--- config.mk ---
export PLATFORM = sky130hd
export DESIGN_NAME = muldiv_unit_flat
export DESIGN_NICKNAME = d
export VERILOG_FILES = /design/src/rtl/muldiv_pkg.sv /design/src/rtl/muldiv_if.sv /design/src/rtl/muldiv_dec.sv /design/src/rtl/muldiv_unit.sv /design/src/flat_wrapper.sv
export SDC_FILE = /design/constraint.sdc
export NUM_CORES = 1
export LEC_CHECK = 0
export BUFFER_PORTS_ARGS = -buffer_cell sky130_fd_sc_hd__buf_2
export CAP_MARGIN = 5
export CORE_ASPECT_RATIO = 1.75
export CORE_MARGIN = 2
export CORE_UTILIZATION = 45
export DETAILED_ROUTE_END_ITERATION = 12
export PLACE_DENSITY = 0.6
export SETUP_SLACK_MARGIN = 0.05
export SLEW_MARGIN = 40
export SYNTH_ARGS = -nofsm -noshare
export SYNTH_HDL_FRONTEND = slang
export SYNTH_SLANG_ARGS = --single-unit
--- constraint.sdc ---
create_clock -name clk -period 8.9 [get_ports clk]
set_input_delay 0 -clock clk [delete_from_list [all_inputs] [get_ports clk]]
set_output_delay 0 -clock clk [all_outputs]
set_load 0.1 [all_outputs]
--- src/rtl/muldiv_pkg.sv ---
// Shared constants and state encoding for the RV32M multiply/divide unit.
package muldiv_pkg;

  localparam logic [6:0] OP     = 7'b0110011;
  localparam logic [6:0] MULDIV = 7'b0000001;

  localparam logic [2:0] F3_MUL    = 3'b000;
  localparam logic [2:0] F3_MULH   = 3'b001;
  localparam logic [2:0] F3_MULHSU = 3'b010;
  localparam logic [2:0] F3_MULHU  = 3'b011;
  localparam logic [2:0] F3_DIV    = 3'b100;
  localparam logic [2:0] F3_DIVU   = 3'b101;
  localparam logic [2:0] F3_REM    = 3'b110;
  localparam logic [2:0] F3_REMU   = 3'b111;

  typedef enum logic [1:0] {
    IDLE = 2'd0,
    CALC = 2'd1,
    FIX  = 2'd2,
    DONE = 2'd3
  } state_e;

endpackage

--- src/rtl/muldiv_if.sv ---
// Request/response bundle between the execute stage and the multiply/divide unit.
interface muldiv_if #(parameter int XLEN = 32) ();
  logic [6:0]      opcode;
  logic [2:0]      funct3;
  logic [6:0]      funct7;
  logic [XLEN-1:0] a;
  logic [XLEN-1:0] b;
  logic            in_valid;
  logic            in_ready;
  logic            flush;
  logic            is_muldiv;
  logic            out_valid;
  logic            out_ready;
  logic [XLEN-1:0] result;
  logic            busy;

  modport master (
    output opcode, funct3, funct7, a, b, in_valid, flush, out_ready,
    input  in_ready, is_muldiv, out_valid, result, busy
  );

  modport slave (
    input  opcode, funct3, funct7, a, b, in_valid, flush, out_ready,
    output in_ready, is_muldiv, out_valid, result, busy
  );
endinterface

--- src/rtl/muldiv_dec.sv ---
// funct3 decoder for the M extension: operand signedness and result selection.
module muldiv_dec
  import muldiv_pkg::*;
(
  input  logic [2:0] funct3,
  output logic       is_div,
  output logic       a_signed,
  output logic       b_signed,
  output logic       sel_high,
  output logic       sel_rem
);

  always_comb begin
    is_div   = 1'b0;
    a_signed = 1'b0;
    b_signed = 1'b0;
    sel_high = 1'b0;
    sel_rem  = 1'b0;
    case (funct3)
      F3_MUL:    begin a_signed = 1'b1; b_signed = 1'b1; end
      F3_MULH:   begin a_signed = 1'b1; b_signed = 1'b1; sel_high = 1'b1; end
      F3_MULHSU: begin a_signed = 1'b1; sel_high = 1'b1; end
      F3_MULHU:  begin sel_high = 1'b1; end
      F3_DIV:    begin is_div = 1'b1; a_signed = 1'b1; b_signed = 1'b1; end
      F3_DIVU:   begin is_div = 1'b1; end
      F3_REM:    begin is_div = 1'b1; a_signed = 1'b1; b_signed = 1'b1; sel_rem = 1'b1; end
      F3_REMU:   begin is_div = 1'b1; sel_rem = 1'b1; end
      default:   ;
    endcase
  end

endmodule

--- src/rtl/muldiv_unit.sv ---
// Iterative RV32M multiply/divide unit: shift-add multiplier and restoring divider
// on magnitudes, sign fix in FIX, fast path for divide-by-zero and signed overflow.
module muldiv_unit
  import muldiv_pkg::*;
#(
  parameter  int XLEN  = 32,
  localparam int CNT_W = $clog2(XLEN) + 1
) (
  input logic clk,
  input logic rst_n,
  muldiv_if.slave bus
);

  state_e state, state_nxt;

  logic [CNT_W-1:0]  cnt;
  logic [2*XLEN-1:0] acc;
  logic [XLEN-1:0]   opnd;
  logic [XLEN-1:0]   res_q;
  logic              neg_q, neg_r;
  logic              is_div_q, sel_high_q, sel_rem_q;

  logic d_is_div, d_a_signed, d_b_signed, d_sel_high, d_sel_rem;

  muldiv_dec u_dec (
    .funct3   (bus.funct3),
    .is_div   (d_is_div),
    .a_signed (d_a_signed),
    .b_signed (d_b_signed),
    .sel_high (d_sel_high),
    .sel_rem  (d_sel_rem)
  );

  logic            accept, a_neg, b_neg, div_zero, div_ovf, fast;
  logic [XLEN-1:0] a_mag, b_mag, fast_res;

  assign bus.is_muldiv = (bus.opcode == OP) && (bus.funct7 == MULDIV);
  assign accept = bus.in_valid && bus.in_ready && bus.is_muldiv && !bus.flush;

  assign a_neg    = d_a_signed & bus.a[XLEN-1];
  assign b_neg    = d_b_signed & bus.b[XLEN-1];
  assign a_mag    = a_neg ? ('0 - bus.a) : bus.a;
  assign b_mag    = b_neg ? ('0 - bus.b) : bus.b;
  assign div_zero = d_is_div && (bus.b == '0);
  assign div_ovf  = d_is_div && d_a_signed && (bus.a == {1'b1, {(XLEN-1){1'b0}}}) && (bus.b == '1);
  assign fast     = div_zero || div_ovf;

  always_comb begin
    fast_res = '0;
    if (div_zero) fast_res = d_sel_rem ? bus.a : '1;
    else          fast_res = d_sel_rem ? '0 : bus.a;
  end

  // Multiply: acc = {partial, multiplier}; add the multiplicand into the high half
  // when the multiplier LSB is set, then shift the whole register right.
  logic [XLEN:0]     mul_sum;
  logic [2*XLEN-1:0] mul_nxt;
  assign mul_sum = {1'b0, acc[2*XLEN-1:XLEN]} + {1'b0, (acc[0] ? opnd : {XLEN{1'b0}})};
  assign mul_nxt = {mul_sum, acc[XLEN-1:1]};

  // Divide: acc = {remainder, dividend/quotient}; shift left, trial-subtract divisor.
  logic [XLEN:0]     div_part;
  logic [XLEN-1:0]   div_diff;
  logic              div_ge;
  logic [2*XLEN-1:0] div_nxt;
  assign div_part = acc[2*XLEN-1:XLEN-1];
  assign div_ge   = div_part >= {1'b0, opnd};
  assign div_diff = div_part[XLEN-1:0] - opnd;
  assign div_nxt  = {(div_ge ? div_diff : div_part[XLEN-1:0]), acc[XLEN-2:0], div_ge};

  logic [2*XLEN-1:0] prod;
  logic [XLEN-1:0]   quot, rem, fix_res;
  always_comb begin
    prod = neg_q ? ('0 - acc) : acc;
    quot = neg_q ? ('0 - acc[XLEN-1:0]) : acc[XLEN-1:0];
    rem  = neg_r ? ('0 - acc[2*XLEN-1:XLEN]) : acc[2*XLEN-1:XLEN];
    if (is_div_q) fix_res = sel_rem_q ? rem : quot;
    else          fix_res = sel_high_q ? prod[2*XLEN-1:XLEN] : prod[XLEN-1:0];
  end

  always_comb begin
    state_nxt = state;
    case (state)
      IDLE:    if (accept) state_nxt = fast ? DONE : CALC;
      CALC:    if (cnt == CNT_W'(XLEN - 1)) state_nxt = FIX;
      FIX:     state_nxt = DONE;
      DONE:    if (bus.out_ready) state_nxt = IDLE;
      default: state_nxt = IDLE;
    endcase
    if (bus.flush) state_nxt = IDLE;
  end

  always_ff @(posedge clk) begin
    if (!rst_n) state <= IDLE;
    else        state <= state_nxt;
  end

  always_ff @(posedge clk) begin
    if (!rst_n) begin
      cnt        <= '0;
      acc        <= '0;
      opnd       <= '0;
      res_q      <= '0;
      neg_q      <= 1'b0;
      neg_r      <= 1'b0;
      is_div_q   <= 1'b0;
      sel_high_q <= 1'b0;
      sel_rem_q  <= 1'b0;
    end else begin
      case (state)
        IDLE: if (accept) begin
          cnt        <= '0;
          neg_q      <= a_neg ^ b_neg;
          neg_r      <= a_neg;
          is_div_q   <= d_is_div;
          sel_high_q <= d_sel_high;
          sel_rem_q  <= d_sel_rem;
          if (d_is_div) begin
            acc  <= {{XLEN{1'b0}}, a_mag};
            opnd <= b_mag;
          end else begin
            acc  <= {{XLEN{1'b0}}, b_mag};
            opnd <= a_mag;
          end
          if (fast) res_q <= fast_res;
        end
        CALC: begin
          acc <= is_div_q ? div_nxt : mul_nxt;
          cnt <= cnt + CNT_W'(1);
        end
        FIX:     res_q <= fix_res;
        default: ;
      endcase
    end
  end

  assign bus.in_ready  = (state == IDLE);
  assign bus.busy      = (state != IDLE);
  assign bus.out_valid = (state == DONE);
  assign bus.result    = res_q;

endmodule

--- src/flat_wrapper.sv ---
// flat-port wrapper written by rule: the top's interface ports become plain ports
module muldiv_unit_flat import muldiv_pkg::*;
#(
  parameter  int XLEN  = 32,
  localparam int CNT_W = $clog2(XLEN) + 1
)
  (clk, rst_n, bus_opcode, bus_funct3, bus_funct7, bus_a, bus_b, bus_in_valid, bus_flush, bus_out_ready, bus_in_ready, bus_is_muldiv, bus_out_valid, bus_result, bus_busy);
  muldiv_if #(.XLEN(XLEN)) bus_i ();
  input logic clk;
  input logic rst_n;
  input wire logic [$bits(bus_i.opcode)-1:0] bus_opcode;
  input wire logic [$bits(bus_i.funct3)-1:0] bus_funct3;
  input wire logic [$bits(bus_i.funct7)-1:0] bus_funct7;
  input wire logic [$bits(bus_i.a)-1:0] bus_a;
  input wire logic [$bits(bus_i.b)-1:0] bus_b;
  input wire logic [$bits(bus_i.in_valid)-1:0] bus_in_valid;
  input wire logic [$bits(bus_i.flush)-1:0] bus_flush;
  input wire logic [$bits(bus_i.out_ready)-1:0] bus_out_ready;
  output wire logic [$bits(bus_i.in_ready)-1:0] bus_in_ready;
  output wire logic [$bits(bus_i.is_muldiv)-1:0] bus_is_muldiv;
  output wire logic [$bits(bus_i.out_valid)-1:0] bus_out_valid;
  output wire logic [$bits(bus_i.result)-1:0] bus_result;
  output wire logic [$bits(bus_i.busy)-1:0] bus_busy;
  assign bus_i.opcode = bus_opcode;
  assign bus_i.funct3 = bus_funct3;
  assign bus_i.funct7 = bus_funct7;
  assign bus_i.a = bus_a;
  assign bus_i.b = bus_b;
  assign bus_i.in_valid = bus_in_valid;
  assign bus_i.flush = bus_flush;
  assign bus_i.out_ready = bus_out_ready;
  assign bus_in_ready = bus_i.in_ready;
  assign bus_is_muldiv = bus_i.is_muldiv;
  assign bus_out_valid = bus_i.out_valid;
  assign bus_result = bus_i.result;
  assign bus_busy = bus_i.busy;
  muldiv_unit #(.XLEN(XLEN)) u_core (.clk(clk), .rst_n(rst_n), .bus(bus_i));
endmodule
==> impl_metrics.tcl <==
set metrics [dict create \
    route.detailed.drc 0 \
    synthAdderAreaFrac_pct 7.760 \
    area_delta_synth_final_pct 9.087 \
    drt_pass1_iterations 5 \
    min_period_ns 4.040 \
    die_w_um 141.5 \
    powerDensity_nw_per_um2 93.74 \
    grt_usage_pct 35.19 \
    finClkSkew_ns 0.009588 \
    postSynthAreaPerCell_sq_um 6.884 \
    fill_cells 3432 \
    synth_compound_gate_area_share_pct 30.85 \
    synth_area_leaders "dfxtp_1, a21oi_1, xnor2_1" \
    slew_viol_final 0 \
    crit_start "u_core.acc[0]$_SDFFE_PN0P_" \
    min_from "bus_a[9]" \
    setup-violations-final 0 \
    finalSetupTns_ns 0 \
    ant_nets 0 \
    ys_ff_latch 141 \
    hp-class "input pin to flip-flop" \
    cts_buffers 17 \
    netlist_instances 2164 \
    drive_above_1_share_pct 10.86 \
    ir_drop_mv 0.1437 \
    final_area_sq_um 16250 \
    drtIter0Drc 1117 \
    synth-async-reset-ratio_pct 0 \
    io_pins 122 \
    critPathArrivalTime_ns 4.43 \
    end_kind "flip-flop" \
    r2r-start "u_core.acc[0]$_SDFFE_PN0P_" \
    port_buffers 121 \
    insertion_delay_ns 0.46 \
    vias_per_cell 6.342 \
    synth_warnings 0 \
    grt.overflow.total 0 \
    critPathKind "flip-flop to flip-flop" \
    yosysTopAreaCellShare_pct 18.95 \
    synth_top_family_by_area "compound AO/OA/AOI/OAI gates" \
    maxCapViolCount 0 \
    timing.fmax_mhz 247.6 \
    ctsRootBufferMaster "clkbuf_16" \
    grt_pass1_vias 15850 \
    place_hpwl_um 47170 \
    ys_types 84 \
    start_util_pct 45.40 \
    syn_nets 2326 \
    synthMuxAreaShare_pct 2.545 \
    htree_levels 4 \
    wl_um 60700 \
    fin_nets 2332 \
    dominantRegCellSynth "dfxtp_1" \
    grt_pass1_wl_um 94270 \
    postCtsSetupRepairBufs 0 \
    fp.dieArea_sq_um 34640 \
    grt_max_degree 90 \
    via_count 16410 \
    cp_max_fo 30 \
    grt_setup_unrepaired "false" \
    crit_required_ns 9.29 \
    diodes 0 \
    status "completed" \
    synth-edff-count 0 \
    clock-sinks 141 \
    design.core.area_sq_um 32810 \
    fp-row-count 88 \
    grt_antenna_before_repair 0 \
    placed_area_sq_um 15620 \
    clk_pin_slew_ns 0.07 \
    place_congestion 0.9996 \
    syn_area_sq_um 14900 \
    synth-simple-area-share_pct 22.88 \
    clk_path_buf_depth 2 \
    p_leak_nw 6.445 \
    yosys.area_share.xor_xnor_pct 10.70 \
    hold_viol_final 0 \
    synth_area_leader_cell "dfxtp_1" \
    slew_headroom_pct 40.66 \
    worst_slew_pin_slew_ns 0.8869 \
    yosysSeqAreaShare_pct 18.95 \
    cp-start-kind "flip-flop" \
    wl_per_cell_um 23.45 \
    tritoncts "built" \
    fin_crit_sh_pct 45.39 \
    dieHeight_um 244.7 \
]
## critical path, cell delays in order, from the launching register on
cell	delay (ns)
dfxtp_1	0.41
clkinv_1	0.20
buf_4	0.29
nor2_1	0.15
ha_1	0.28
a21oi_1	0.19
o311ai_0	0.16
a21oi_1	0.35
o31a_1	0.31
a31o_2	0.26
o31a_1	0.22
o21ai_0	0.17
or4b_2	0.67
a31o_2	0.25
nand3_1	0.07
## flip-flops by register name, indices dropped and copies added (netlist names)
| signal | flops |
|---|---|
| u_core.is_div_q | 1 |
| u_core.opnd | 32 |
| u_core.sel_high_q | 1 |
| u_core.cnt | 6 |
| u_core.bus.result | 32 |
| u_core.state | 2 |
| u_core.neg_q | 1 |
| u_core.acc | 64 |
| u_core.neg_r | 1 |
| u_core.sel_rem_q | 1 |
## logic make-up after synthesis
| group | Yosys count |
|---|---|
| compound gates | 735 |
| simple gates | 730 |
| buf+inv | 245 |
| xor+xnor | 182 |
| flops | 141 |
| fa+ha+maj | 95 |
| mux | 36 |
## Yosys cell counts (30+ instances only)
cell type  instances
a211oi_1          46
a21oi_1          234
clkbuf_1         155
dfxtp_1          141
ha_1              74
inv_1             76
nand2_1          229
nand3_1           47
nand4_1           30
nor2_1           220
nor3_1            55
o211ai_1          53
o21ai_0          181
xnor2_1          111
xor2_1            71
## area by class of cell
cell class / instances / area (sq um) / share of cell area (%)
multi-input cells: 1778 / 11190 / 68.86
flip-flops and latches: 141 / 2825 / 17.38
clock buffers: 19 / 452.9 / 2.787
repair buffers: 153 / 875.8 / 5.389
inverters: 79 / 296.5 / 1.825
well taps: 405 / 506.7 / 3.118
clock inverters: 13 / 103.9 / 0.6390
## final timing paths
check / cells after the start / to / slack (ns)
setup / recovery: 14 / u_core.acc[60]$_SDFFE_PN0P_ / 4.86
hold / removal: 5 / u_core.bus.result[9]$_SDFFE_PN0P_ / 0.02
setup reg to reg: 14 / u_core.acc[60]$_SDFFE_PN0P_ / 4.86
hold reg to reg: 2 / u_core.bus.result[11]$_SDFFE_PN0P_ / 0.45
## routing by layer
layer	track usage (%)	routed length, um
met1	40.64	23540
met3	4.370	2989
met2	59.89	29440
met5	0	0
met4	24.53	4723
## per-stage QoR
step / setup WS [ns] / hold WS, ns / cells / utilization [%] / power [mW]
final: 4.860 / 0.01817 / 2588 / 49.53 / 1.523
after floorplan: 5.566 / 0.1888 / 2164 / - / 0.7507
after detailed placement: 4.900 / 0.3363 / 2550 / 47.59 / 0.8199
after global routing: 4.628 / 0.03042 / 2588 / 49.53 / 1.569
after CTS: 4.879 / 0.0007817 / 2587 / 49.44 / 1.523
after global placement: 5.034 / 0.3478 / 2550 / 47.53 / 0.8184
## cell usage in the layout, fill, tap and decap left out, types with 18 or more instances in the layout
master,instances
o211ai_1,53
nor3_1,53
buf_4,26
ha_1,73
nand2_1,228
o21ai_0,177
xnor2_1,111
a21oi_1,234
clkbuf_16,18
a21o_1,25
o31ai_1,28
a22oi_1,28
buf_2,121
nor2_1,216
dfxtp_1,139
a211oi_1,46
maj3_1,19
xor2_1,71
nand3_1,47
mux2i_1,21
inv_1,75
a31oi_1,18
or3_1,24
nand2b_1,18
nand4_1,30
nor4_1,19
## timing repair
action                     CTS  global route
hold buffers                 5             0
setup endpoints to repair    0             0
gates resized for setup      0             0
hold endpoints to repair     6             0
## report_power, final
group | switching (mW) | internal (mW)
combinational | 0.116 | 0.0653
clock | 0.334 | 0.378
sequential | 0.0000119 | 0.631
Note: power is estimated with default switching activity, not from simulation.
